**src/rtl/wb_interconnect_n.sv**
```systemverilog
// Single-master, N-slave Wishbone interconnect.
// Base/mask address decode (lowest index wins), registered request forwarding,
// bus error on unmapped addresses, per-transaction timeout and master-abort handling.
// Only one transaction is outstanding at any time.
module wb_interconnect_n #(
  parameter int unsigned N_SLAVES = 4,
  parameter int unsigned AW       = 32,
  parameter int unsigned DW       = 32,
  parameter logic [N_SLAVES*AW-1:0] SLAVE_BASE =
    {32'hF000_0000, 32'h8000_0000, 32'h0001_0000, 32'h0000_0000},
  parameter logic [N_SLAVES*AW-1:0] SLAVE_MASK =
    {32'hFFFF_0000, 32'hFF00_0000, 32'hFFFF_0000, 32'hFFFF_0000},
  parameter int unsigned TIMEOUT  = 255,
  parameter int unsigned TO_W     = 8
) (
  input  logic                   clk,
  input  logic                   rst_n,
  // master side
  input  logic                   i_wb_cyc,
  input  logic                   i_wb_stb,
  input  logic                   i_wb_we,
  input  logic [AW-1:0]          i_wb_addr,
  input  logic [DW-1:0]          i_wb_data,
  input  logic [DW/8-1:0]        i_wb_sel,
  output logic                   o_wb_stall,
  output logic                   o_wb_ack,
  output logic                   o_wb_err,
  output logic [DW-1:0]          o_wb_data,
  // slave side
  output logic [N_SLAVES-1:0]    o_s_cyc,
  output logic [N_SLAVES-1:0]    o_s_stb,
  output logic                   o_s_we,
  output logic [AW-1:0]          o_s_addr,
  output logic [DW-1:0]          o_s_data,
  output logic [DW/8-1:0]        o_s_sel,
  input  logic [N_SLAVES-1:0]    i_s_stall,
  input  logic [N_SLAVES-1:0]    i_s_ack,
  input  logic [N_SLAVES*DW-1:0] i_s_data,
  // diagnostics
  output logic [AW-1:0]          o_err_addr
);

  localparam int unsigned IW = (N_SLAVES > 1) ? $clog2(N_SLAVES) : 1;
  localparam logic [TO_W:0] TO_LIM = (TO_W+1)'(TIMEOUT);

  typedef enum logic [2:0] {StIdle, StReq, StWait, StResp, StErr} state_e;

  state_e          state_q;
  logic [IW-1:0]   idx_q;
  logic [AW-1:0]   addr_q;
  logic [TO_W-1:0] cnt_q;

  logic                hit;
  logic [IW-1:0]       hit_idx;
  logic [AW-1:0]       hit_mask;
  logic [N_SLAVES-1:0] hit_onehot;

  logic          sel_ack;
  logic          sel_stall;
  logic [DW-1:0] sel_data;

  logic [TO_W:0] cnt_inc;
  logic          timed_out;

  // Address decode; scanning downwards lets the lowest matching index win.
  always_comb begin
    hit        = 1'b0;
    hit_idx    = '0;
    hit_mask   = '0;
    hit_onehot = '0;
    for (int i = N_SLAVES - 1; i >= 0; i--) begin
      if ((i_wb_addr & SLAVE_MASK[i*AW +: AW]) == SLAVE_BASE[i*AW +: AW]) begin
        hit           = 1'b1;
        hit_idx       = i[IW-1:0];
        hit_mask      = SLAVE_MASK[i*AW +: AW];
        hit_onehot    = '0;
        hit_onehot[i] = 1'b1;
      end
    end
  end

  // Response signals of the currently selected slave; all others are ignored.
  always_comb begin
    sel_ack   = 1'b0;
    sel_stall = 1'b0;
    sel_data  = '0;
    for (int i = 0; i < N_SLAVES; i++) begin
      if (idx_q == i[IW-1:0]) begin
        sel_ack   = i_s_ack[i];
        sel_stall = i_s_stall[i];
        sel_data  = i_s_data[i*DW +: DW];
      end
    end
  end

  // Timeout fires on the TIMEOUT-th cycle spent in REQ/WAIT.
  always_comb begin
    cnt_inc   = {1'b0, cnt_q} + 1'b1;
    timed_out = (cnt_inc == TO_LIM);
  end

  // Transaction FSM; every output is registered here.
  always_ff @(posedge clk or negedge rst_n) begin
    if (!rst_n) begin
      state_q    <= StIdle;
      idx_q      <= '0;
      addr_q     <= '0;
      cnt_q      <= '0;
      o_wb_stall <= 1'b0;
      o_wb_ack   <= 1'b0;
      o_wb_err   <= 1'b0;
      o_wb_data  <= '0;
      o_s_cyc    <= '0;
      o_s_stb    <= '0;
      o_s_we     <= 1'b0;
      o_s_addr   <= '0;
      o_s_data   <= '0;
      o_s_sel    <= '0;
      o_err_addr <= '0;
    end else begin
      unique case (state_q)
        StIdle: begin
          if (i_wb_cyc && i_wb_stb) begin
            o_wb_stall <= 1'b1;
            o_s_we     <= i_wb_we;
            o_s_data   <= i_wb_data;
            o_s_sel    <= i_wb_sel;
            addr_q     <= i_wb_addr;
            if (hit) begin
              idx_q    <= hit_idx;
              o_s_addr <= i_wb_addr & ~hit_mask;
              o_s_cyc  <= hit_onehot;
              o_s_stb  <= hit_onehot;
              cnt_q    <= '0;
              state_q  <= StReq;
            end else begin
              o_s_addr   <= i_wb_addr;
              o_err_addr <= i_wb_addr;
              o_wb_err   <= 1'b1;
              state_q    <= StErr;
            end
          end
        end

        StReq, StWait: begin
          if (!i_wb_cyc) begin
            // Master abort beats ack and timeout: release the slave silently.
            o_s_cyc    <= '0;
            o_s_stb    <= '0;
            o_wb_stall <= 1'b0;
            state_q    <= StIdle;
          end else if (sel_ack && (state_q == StWait || !sel_stall)) begin
            o_s_cyc   <= '0;
            o_s_stb   <= '0;
            o_wb_data <= sel_data;
            o_wb_ack  <= 1'b1;
            state_q   <= StResp;
          end else if (timed_out) begin
            o_s_cyc    <= '0;
            o_s_stb    <= '0;
            o_err_addr <= addr_q;
            o_wb_err   <= 1'b1;
            state_q    <= StErr;
          end else begin
            cnt_q <= cnt_inc[TO_W-1:0];
            if (state_q == StReq && !sel_stall) begin
              o_s_stb <= '0;
              state_q <= StWait;
            end
          end
        end

        StResp: begin
          o_wb_ack   <= 1'b0;
          o_wb_stall <= 1'b0;
          state_q    <= StIdle;
        end

        StErr: begin
          o_wb_err   <= 1'b0;
          o_wb_stall <= 1'b0;
          state_q    <= StIdle;
        end

        default: begin
          o_s_cyc    <= '0;
          o_s_stb    <= '0;
          o_wb_ack   <= 1'b0;
          o_wb_err   <= 1'b0;
          o_wb_stall <= 1'b0;
          state_q    <= StIdle;
        end
      endcase
    end
  end

endmodule

```
**config.mk**
```make
export PLATFORM = sky130hd
export DESIGN_NAME = wb_interconnect_n
export DESIGN_NICKNAME = d
export VERILOG_FILES = /design/src/rtl/wb_interconnect_n.sv
export SDC_FILE = /design/constraint.sdc
export NUM_CORES = 1
export LEC_CHECK = 0
export BUFFER_PORTS_ARGS = -buffer_cell sky130_fd_sc_hd__buf_2
export CAP_MARGIN = 20
export CORE_MARGIN = 1.5
export CORE_UTILIZATION = 39
export DETAILED_ROUTE_END_ITERATION = 7
export GPL_TIMING_DRIVEN = 0
export PLACE_DENSITY = 0.67
export SETUP_SLACK_MARGIN = 0.15
export SYNTH_ARGS = -nofsm -noshare
export SYNTH_HDL_FRONTEND = slang
export SYNTH_SLANG_ARGS = --single-unit
```
**constraint.sdc**
```tcl
create_clock -name clk -period 2.8 [get_ports clk]
set_input_delay 0.28 -clock clk [delete_from_list [all_inputs] [get_ports clk]]
set_output_delay 0.28 -clock clk [all_outputs]
set_load 0.01 [all_outputs]
```
After elaboration in Yosys (flattened, before gate mapping)
Index checks and enable logic that the tools add are counted.
{"block": "word_totals", "word_cells": 137, "input_bits": 209, "output_inout_bits": 144, "reg_bits": 189}
{"block": "classes", "add_sub_neg": 1, "n_bitwise": 5, "eq_ne": 22, "n_reduce_logical": 23, "n_mux": 71}
{"cell": "two-way mux 32 bit", "count": 14}
{"cell": "case mux 32 bit (2 select lines)", "count": 1}
{"cell": "two-way mux 4 bit", "count": 13}
{"cell": "two-way mux 8 bit", "count": 5}
{"cell": "bitwise AND 32 bit", "count": 1}
{"cell": "logical NOT 32 bit", "count": 1}
{"cell": "inverter 32 bit", "count": 1}
{"cell": "case mux 4 bit (3 select lines)", "count": 2}
{"cell": "two-way mux 1 bit", "count": 21}
{"cell": "two-way mux 3 bit", "count": 6}
{"cell": "inequality test 2 bit (second input constant)", "count": 9}
{"cell": "AND reduction 6 bit", "count": 3}
{"cell": "== test 16 x 1 -> 1 bit (second input constant)", "count": 1}
{"cell": "== test 16 bit (second input constant)", "count": 1}
{"cell": "case mux 8 bit (2 select lines)", "count": 1}
{"cell": "adder 8 x 1 -> 9 bit (second input constant)", "count": 1}
{"cell": "== test 9 x 8 -> 1 bit (second input constant)", "count": 1}
{"cell": "AND reduction 3 bit", "count": 3}
{"cell": "== test 8 bit (second input constant)", "count": 1}
{"cell": "two-way mux 2 bit", "count": 4}
{"cell": "AND reduction 4 bit", "count": 2}
{"cell": "== test 3 x 2 -> 1 bit (second input constant)", "count": 2}
{"cell": "case mux 3 bit (2 select lines)", "count": 1}
{"cell": "AND reduction 2 bit", "count": 3}
{"cell": "other kinds (16)", "count": 24}

Depth between registers and ports, before layout
{"block": "logic_depth", "ltp_word": 12, "mapped_depth": 10, "mapped_depth_nobuf": 8}

Worst setup path after synthesis
OpenSTA, ideal clock, no wires.
{"block": "synth_path", "path_type": "reg-to-reg", "from": "register cnt_q[0]", "to": "register o_err_addr[10]", "path_slack_ns": 0.231, "arrival_ns": 2.444, "n_path_buf": 3, "stages_incl_launch_ff": 11, "required_ns": 2.675, "cell_sequence": "dfrtp_1 > ha_1 > and3_1 > buf_2 > mux2_2 > a221oi_4 > and2_1 > o211a_1 > buf_6 > buf_12 > mux2_4"}
{"block": "synth_between", "elab_chain_cells": 4}
{"element": "start, declared", "line_no": "51", "text": "logic [TO_W-1:0] cnt_q;"}
{"element": "start signal, assigned", "line_no": "165", "text": "cnt_q <= cnt_inc[TO_W-1:0];"}
{"element": "adder 8 x 1 -> 9 bit", "line_no": "98", "text": "cnt_inc = {1'b0, cnt_q} + 1'b1;"}
{"element": "== test 9 x 8 -> 1 bit", "line_no": "99", "text": "timed_out = (cnt_inc == TO_LIM);"}
{"element": "inequality test 2 bit (no line)"}
{"element": "AND reduction 6 bit (no line)"}
{"element": "end signal, assigned", "line_no": "138", "text": "o_err_addr <= i_wb_addr;"}
{"element": "end signal, assigned", "line_no": "161", "text": "o_err_addr <= addr_q;"}
{"element": "end, declared", "line_no": "40", "text": "output logic [AW-1:0] o_err_addr"}
Every way passes these cells.
A chain may end at the register's enable or synchronous reset.

Worst setup path in the final report
{"block": "layout_path", "from": "register idx_q[0]", "to": "register o_err_addr[16]"}
{"block": "layout_between", "elab_chain_cells": 10}
{"element": "start, declared", "line_no": "49", "text": "logic [IW-1:0] idx_q;"}
{"element": "start signal, assigned", "line_no": "130", "text": "idx_q <= hit_idx;"}
{"element": "logical NOT 2 bit", "line_no": "88", "text": "if (idx_q == i[IW-1:0]) begin"}
{"element": "two-way mux 1 bit (4 in a row)", "line_no": "88"}
{"element": "logical NOT 1 bit", "line_no": "152", "text": "end else if (sel_ack && (state_q == StWait || !sel_stall)) begin"}
{"element": "logical OR 1 bit", "line_no": "152"}
{"element": "logical AND 1 bit *", "line_no": "152"}
{"element": "inequality test 2 bit (no line) *"}
{"element": "AND reduction 6 bit (no line) *"}
Mark *: on every way between the ends. The rest lies on a longest branch, timed or not.

==> flow_summary.html <==
<table>
<tr><th>Metric</th><th>Value</th></tr>
<tr><th colspan="2">Run status</th></tr>
<tr><td>Result of the run</td><td>completed</td></tr>
<tr><th colspan="2">Worst setup path</th></tr>
<tr><td>Reg-to-reg critical path endpoint</td><td>o_err_addr[16]</td></tr>
<tr><td>Cell depth of the worst flop-to-flop path</td><td>8</td></tr>
<tr><td>R2R Path Start</td><td>idx_q[0]</td></tr>
<tr><td>Endpoint arrival time on the critical path</td><td>2.83 ns</td></tr>
<tr><td>Kind of critical path</td><td>register to register</td></tr>
<tr><td>Maximum fanout along the worst path</td><td>10</td></tr>
<tr><td>Critical Path Sink Type</td><td>register</td></tr>
<tr><td>Launching element type of the critical path</td><td>register</td></tr>
<tr><td>Worst EP required</td><td>3.10 ns</td></tr>
<tr><td>Setup slack, reg-to-reg</td><td>0.27 ns</td></tr>
<tr><td>Crit path launch</td><td>idx_q[0]</td></tr>
<tr><th colspan="2">Pwr</th></tr>
<tr><td>Power, Total</td><td>0.0116 W</td></tr>
<tr><td>Cell internal pwr</td><td>0.00738 W</td></tr>
<tr><td>Clock network fraction of total power</td><td>20.9%</td></tr>
<tr><td>Worst IR Drop VDD</td><td>0.504 mV</td></tr>
<tr><td>Sw frac</td><td>36.5%</td></tr>
<tr><td>Net switching power</td><td>0.00424 W</td></tr>
<tr><td>Part of the total power dissipated in combinational logic</td><td>42.5%</td></tr>
<tr><td>Static power due to leakage</td><td>5.95 nW</td></tr>
<tr><td>P per Cell Area</td><td>1030 nW/um^2</td></tr>
<tr><td>Sequential share of power</td><td>36.6%</td></tr>
<tr><th colspan="2">Drt</th></tr>
<tr><td>Vias per inst</td><td>4.85</td></tr>
<tr><td>First-pass iteration count of the detailed router</td><td>6</td></tr>
<tr><td>Post-route ant nets</td><td>0</td></tr>
<tr><td>Post-Route WL</td><td>25,100 um</td></tr>
<tr><td>Iteration-0 DRC count of the detailed router</td><td>266</td></tr>
<tr><td>Total number of vias</td><td>7,088</td></tr>
<tr><td>Drt drc</td><td>0</td></tr>
<tr><td>Detail-routed net length per standard cell</td><td>17.2 um</td></tr>
<tr><th colspan="2">Clock network</th></tr>
<tr><td>Clock buffer count from CTS</td><td>17</td></tr>
<tr><td>CTS tree</td><td>yes</td></tr>
<tr><td>Clock slew seen by the registers of the worst setup and hold paths</td><td>0.07 ns</td></tr>
<tr><td>Buffer cell driving the clock tree root</td><td>sky130_fd_sc_hd__clkbuf_16</td></tr>
<tr><td>H-tree depth</td><td>4</td></tr>
<tr><td>Clock insertion delay at the later pin of the skew report</td><td>0.42 ns</td></tr>
<tr><td>Worst-case clock buffer depth</td><td>2</td></tr>
<tr><td>Clock sink count</td><td>173</td></tr>
<tr><th colspan="2">Yosys</th></tr>
<tr><td>Count of distinct cell types in the synthesized netlist</td><td>53</td></tr>
<tr><td>Syn Inst Count</td><td>796</td></tr>
<tr><td>Multiplexer area fraction after synthesis</td><td>19.9%</td></tr>
<tr><td>Syn nets</td><td>1,007</td></tr>
<tr><td>Parity-gate share of the synthesized area counting xor and xnor cells</td><td>0%</td></tr>
<tr><td>Number of flops mapped to enable cells by yosys</td><td>0</td></tr>
<tr><td>Fraction of the mapped netlist area in simple logic gates</td><td>19.2%</td></tr>
<tr><td>Post-synthesis cell area</td><td>8450 sq um</td></tr>
<tr><td>Area share of fa/ha/maj cells after synthesis</td><td>0.296%</td></tr>
<tr><td>Area fraction in compound gates after synthesis</td><td>4.67%</td></tr>
<tr><td>Synthesis-stage register bit count</td><td>173</td></tr>
<tr><td>Leading register cell type out of synthesis</td><td>sky130_fd_sc_hd__dfrtp_1</td></tr>
<tr><td>Seq/Total Area, Yosys</td><td>51.3%</td></tr>
<tr><td>Ys Warns</td><td>0</td></tr>
<tr><td>Average size of a mapped cell</td><td>10.6 sq um</td></tr>
<tr><td>Share of synthesized registers carrying an async set or reset</td><td>100%</td></tr>
<tr><td>Dominant combinational cell family by area after synthesis</td><td>multiplexers</td></tr>
<tr><th colspan="2">Worst hold path</th></tr>
<tr><td>Worst Hold End</td><td>o_s_data[14]</td></tr>
<tr><td>Hold path depth</td><td>3</td></tr>
<tr><td>Min-delay worst type</td><td>input pin to register</td></tr>
<tr><td>Worst min-delay path startpoint</td><td>i_wb_data[14]</td></tr>
<tr><th colspan="2">Global route</th></tr>
<tr><td>Initial antenna violation count</td><td>2</td></tr>
<tr><td>Fraction of met1 tracks used by global routing</td><td>30.5%</td></tr>
<tr><td>Vias in the first global route</td><td>6,956</td></tr>
<tr><td>GRT Resource Usage Total</td><td>22.1%</td></tr>
<tr><td>First-pass GRT wire length</td><td>38,000 um</td></tr>
<tr><td>Fraction of met2 tracks used by global routing</td><td>34.7%</td></tr>
<tr><td>Pin count of the biggest net entering global routing</td><td>88</td></tr>
<tr><td>GRT met3 Usage</td><td>6.79%</td></tr>
<tr><td>GR peak layer</td><td>met2</td></tr>
<tr><td>Overall overflow remaining after global route</td><td>0</td></tr>
<tr><th colspan="2">Timing</th></tr>
<tr><td>Tcrit/Tclk final</td><td>90.4%</td></tr>
<tr><td>Final clock skew</td><td>0.0111 ns</td></tr>
<tr><td>Final-report hold violation count</td><td>0</td></tr>
<tr><td>Maximum achievable frequency</td><td>0.395 GHz</td></tr>
<tr><td>Final-report setup violation count</td><td>0</td></tr>
<tr><td>Minimum setup slack in the final design</td><td>0.270 ns</td></tr>
<tr><td>RSZ-0062 raised after global routing</td><td>true</td></tr>
<tr><td>Minimum clock period</td><td>2.53 ns</td></tr>
<tr><td>Total count of max-transition violations in the final report</td><td>0</td></tr>
<tr><td>Actual transition at the worst max-transition pin</td><td>0.850 ns</td></tr>
<tr><td>Normalized max-slew margin</td><td>43.3%</td></tr>
<tr><td>Total negative slack for setup checks</td><td>0 ns</td></tr>
<tr><th colspan="2">Place</th></tr>
<tr><td>Estimated wirelength of the detail-placed design</td><td>19,200 um</td></tr>
<tr><td>Placed instance count</td><td>1,424</td></tr>
<tr><td>GP Congestion</td><td>0.809</td></tr>
<tr><td>Worst slack at placement</td><td>-0.0501 ns</td></tr>
<tr><td>Number of buffer cells added on primary ports</td><td>352</td></tr>
<tr><th colspan="2">Floorplan</th></tr>
<tr><td>X dimension of the die</td><td>150 um</td></tr>
<tr><td>Die Span Y</td><td>150 um</td></tr>
<tr><td>Area of the core</td><td>21,200 sq um</td></tr>
<tr><td>Die Outline Area</td><td>22,600 sq um</td></tr>
<tr><td>Initial cell density of the core</td><td>39.9%</td></tr>
<tr><td>Number of top-level pins</td><td>353</td></tr>
<tr><td>Number of rows in the core area</td><td>53</td></tr>
<tr><th colspan="2">Final layout</th></tr>
<tr><td>Fin cells</td><td>1,460</td></tr>
<tr><td>Growth of design area from synthesis to finish</td><td>33.4%</td></tr>
<tr><td>Number of antenna diodes</td><td>0</td></tr>
<tr><td>Number of nets in the layout</td><td>1,385</td></tr>
<tr><td>Final core utilization</td><td>53.3%</td></tr>
<tr><td>Layout cells sized above 1</td><td>45.7%</td></tr>
<tr><th colspan="2">Flow run</th></tr>
<tr><td>Number of maximum-capacitance constraint violations</td><td>0</td></tr>
</table>
[state kept, by name, summed over array words and instances, names as in the netlist]
name        flops
o_err_addr     32
o_s_addr       32
o_s_data       32
o_wb_data      32
addr_q         16
cnt_q           8
o_s_cyc         4
o_s_sel         4
o_s_stb         4
state_q         3
idx_q           2
o_s_we          1
o_wb_ack        1
o_wb_err        1
o_wb_stall      1
[power by group through the flow]
stage / Clock, W / Combinational [W] / Sequential (W)
final: 0.00243 / 0.00493 / 0.00426
after detailed placement: 0 / 0.00491 / 0.00429
after global placement: 0 / 0.00481 / 0.00425
after CTS: 0.00250 / 0.00496 / 0.00425
after floorplan: 0 / 0.00263 / 0.00461
after global routing: 0.00260 / 0.00542 / 0.00440
[cells in the mapped netlist (2+ instances only)]
cell / instances / share of area [%]
sky130_fd_sc_hd__inv_1: 7 / 0.31
sky130_fd_sc_hd__buf_12: 3 / 0.71
sky130_fd_sc_hd__nor2_1: 14 / 0.62
sky130_fd_sc_hd__a31oi_1: 5 / 0.37
sky130_fd_sc_hd__a22o_1: 2 / 0.21
sky130_fd_sc_hd__a41oi_1: 3 / 0.31
sky130_fd_sc_hd__o21ai_0: 15 / 0.89
sky130_fd_sc_hd__nor4_2: 2 / 0.30
sky130_fd_sc_hd__a21oi_1: 16 / 0.95
sky130_fd_sc_hd__buf_4: 17 / 1.5
sky130_fd_sc_hd__and2b_2: 2 / 0.21
sky130_fd_sc_hd__mux2_4: 28 / 5.0
sky130_fd_sc_hd__clkbuf_1: 29 / 1.3
sky130_fd_sc_hd__o2bb2ai_1: 2 / 0.21
sky130_fd_sc_hd__nand4_1: 2 / 0.15
sky130_fd_sc_hd__a211oi_1: 2 / 0.18
sky130_fd_sc_hd__o21a_1: 2 / 0.18
sky130_fd_sc_hd__nand3_1: 9 / 0.53
sky130_fd_sc_hd__buf_6: 2 / 0.27
sky130_fd_sc_hd__ha_1: 2 / 0.30
sky130_fd_sc_hd__mux4_2: 34 / 9.1
sky130_fd_sc_hd__buf_1: 5 / 0.22
sky130_fd_sc_hd__and3_1: 2 / 0.15
sky130_fd_sc_hd__clkbuf_8: 2 / 0.33
sky130_fd_sc_hd__nand2_1: 340 / 15
sky130_fd_sc_hd__and3b_2: 2 / 0.24
sky130_fd_sc_hd__mux2_2: 44 / 5.9
sky130_fd_sc_hd__dfrtp_1: 173 / 51
sky130_fd_sc_hd__nor3_1: 5 / 0.30
sky130_fd_sc_hd__a21o_1: 2 / 0.18
[kinds of logic after synthesis]
kind of cell,count (synthesis)
adder cells (fa/ha/maj),2
multiplexers,106
AND/OR/NAND/NOR,393
AO/OA/AOI/OAI,56
flip-flops,173
buffers and inverters,66
[cell usage in the layout, fill, tap and decap left out, types with 12 or more instances in the layout]
cell | synthesis | routed
sky130_fd_sc_hd__mux2_4 | 28 | 28
sky130_fd_sc_hd__nor2_1 | 14 | 12
sky130_fd_sc_hd__buf_4 | 17 | 20
sky130_fd_sc_hd__o21ai_0 | 15 | 15
sky130_fd_sc_hd__clkbuf_1 | 29 | 27
sky130_fd_sc_hd__nand2_1 | 340 | 340
sky130_fd_sc_hd__buf_2 | 1 | 352
sky130_fd_sc_hd__dfrtp_1 | 173 | 171
sky130_fd_sc_hd__clkbuf_16 | 0 | 17
sky130_fd_sc_hd__mux2_2 | 44 | 44
sky130_fd_sc_hd__a21oi_1 | 16 | 16
sky130_fd_sc_hd__mux4_2 | 34 | 34
[stage by stage]
| stage | hold WS (ns) | cell area (sq um) |
|---|---|---|
| after global placement | 0.452 | 10600 |
| final | 0.0493 | 11300 |
| after CTS | 0.0300 | 11200 |
| after global routing | 0.0329 | 11300 |
| after detailed placement | 0.332 | 10600 |
| after floorplan | -0.0156 | 8450 |
[worst max path at each step]
| stage | to | slack (ns) | cells after the start |
|---|---|---|---|
| global placement | o_wb_data[6] | -1.43 | 1 |
| global route | cnt_q[5] | 0.14 | 7 |
| detailed placement | o_err_addr[22] | -0.05 | 10 |
| CTS | cnt_q[5] | 0.17 | 7 |
| finish | o_err_addr[16] | 0.27 | 8 |
| floorplan | o_err_addr[10] | 0.23 | 10 |
[worst max-delay path, cell delays in order, from the launching register on]
cell and delay, ns:
sky130_fd_sc_hd__dfrtp_1 0.34, sky130_fd_sc_hd__buf_6 0.16, sky130_fd_sc_hd__mux4_2 0.62, sky130_fd_sc_hd__and2b_2 0.25
sky130_fd_sc_hd__a211oi_1 0.23, sky130_fd_sc_hd__o211a_1 0.20, sky130_fd_sc_hd__buf_8 0.14, sky130_fd_sc_hd__buf_12 0.15
sky130_fd_sc_hd__mux2_4 0.30
[routing by layer]
layer / vias to the layer above / share of wire [%]
li1: 3406 / -
met1: 3464 / 44
met2: 200 / 49
met3: 16 / 6.1
met4: 2 / 0.79
met5: - / 0.052
[cell type report]
cell class,count,area [sq um]
buffer,59,380
clock buffer,18,429
clock inverter,12,161
fill,1984,9880
inverter,7,26.3
multi-input combinational,557,3740
sequential,173,4330
tap,275,344
timing repair buffer,359,1860
[what timing repair did]
action | CTS | global route
endpoints found under the setup margin | 38 | 94
pin swaps | 0 | 0
buffers inserted | 4 | 1
endpoints found under the hold margin | 86 | 0
hold buffers | 1 | 0
resized for setup | 4 | 8
(Power assumes the default switching activity.)
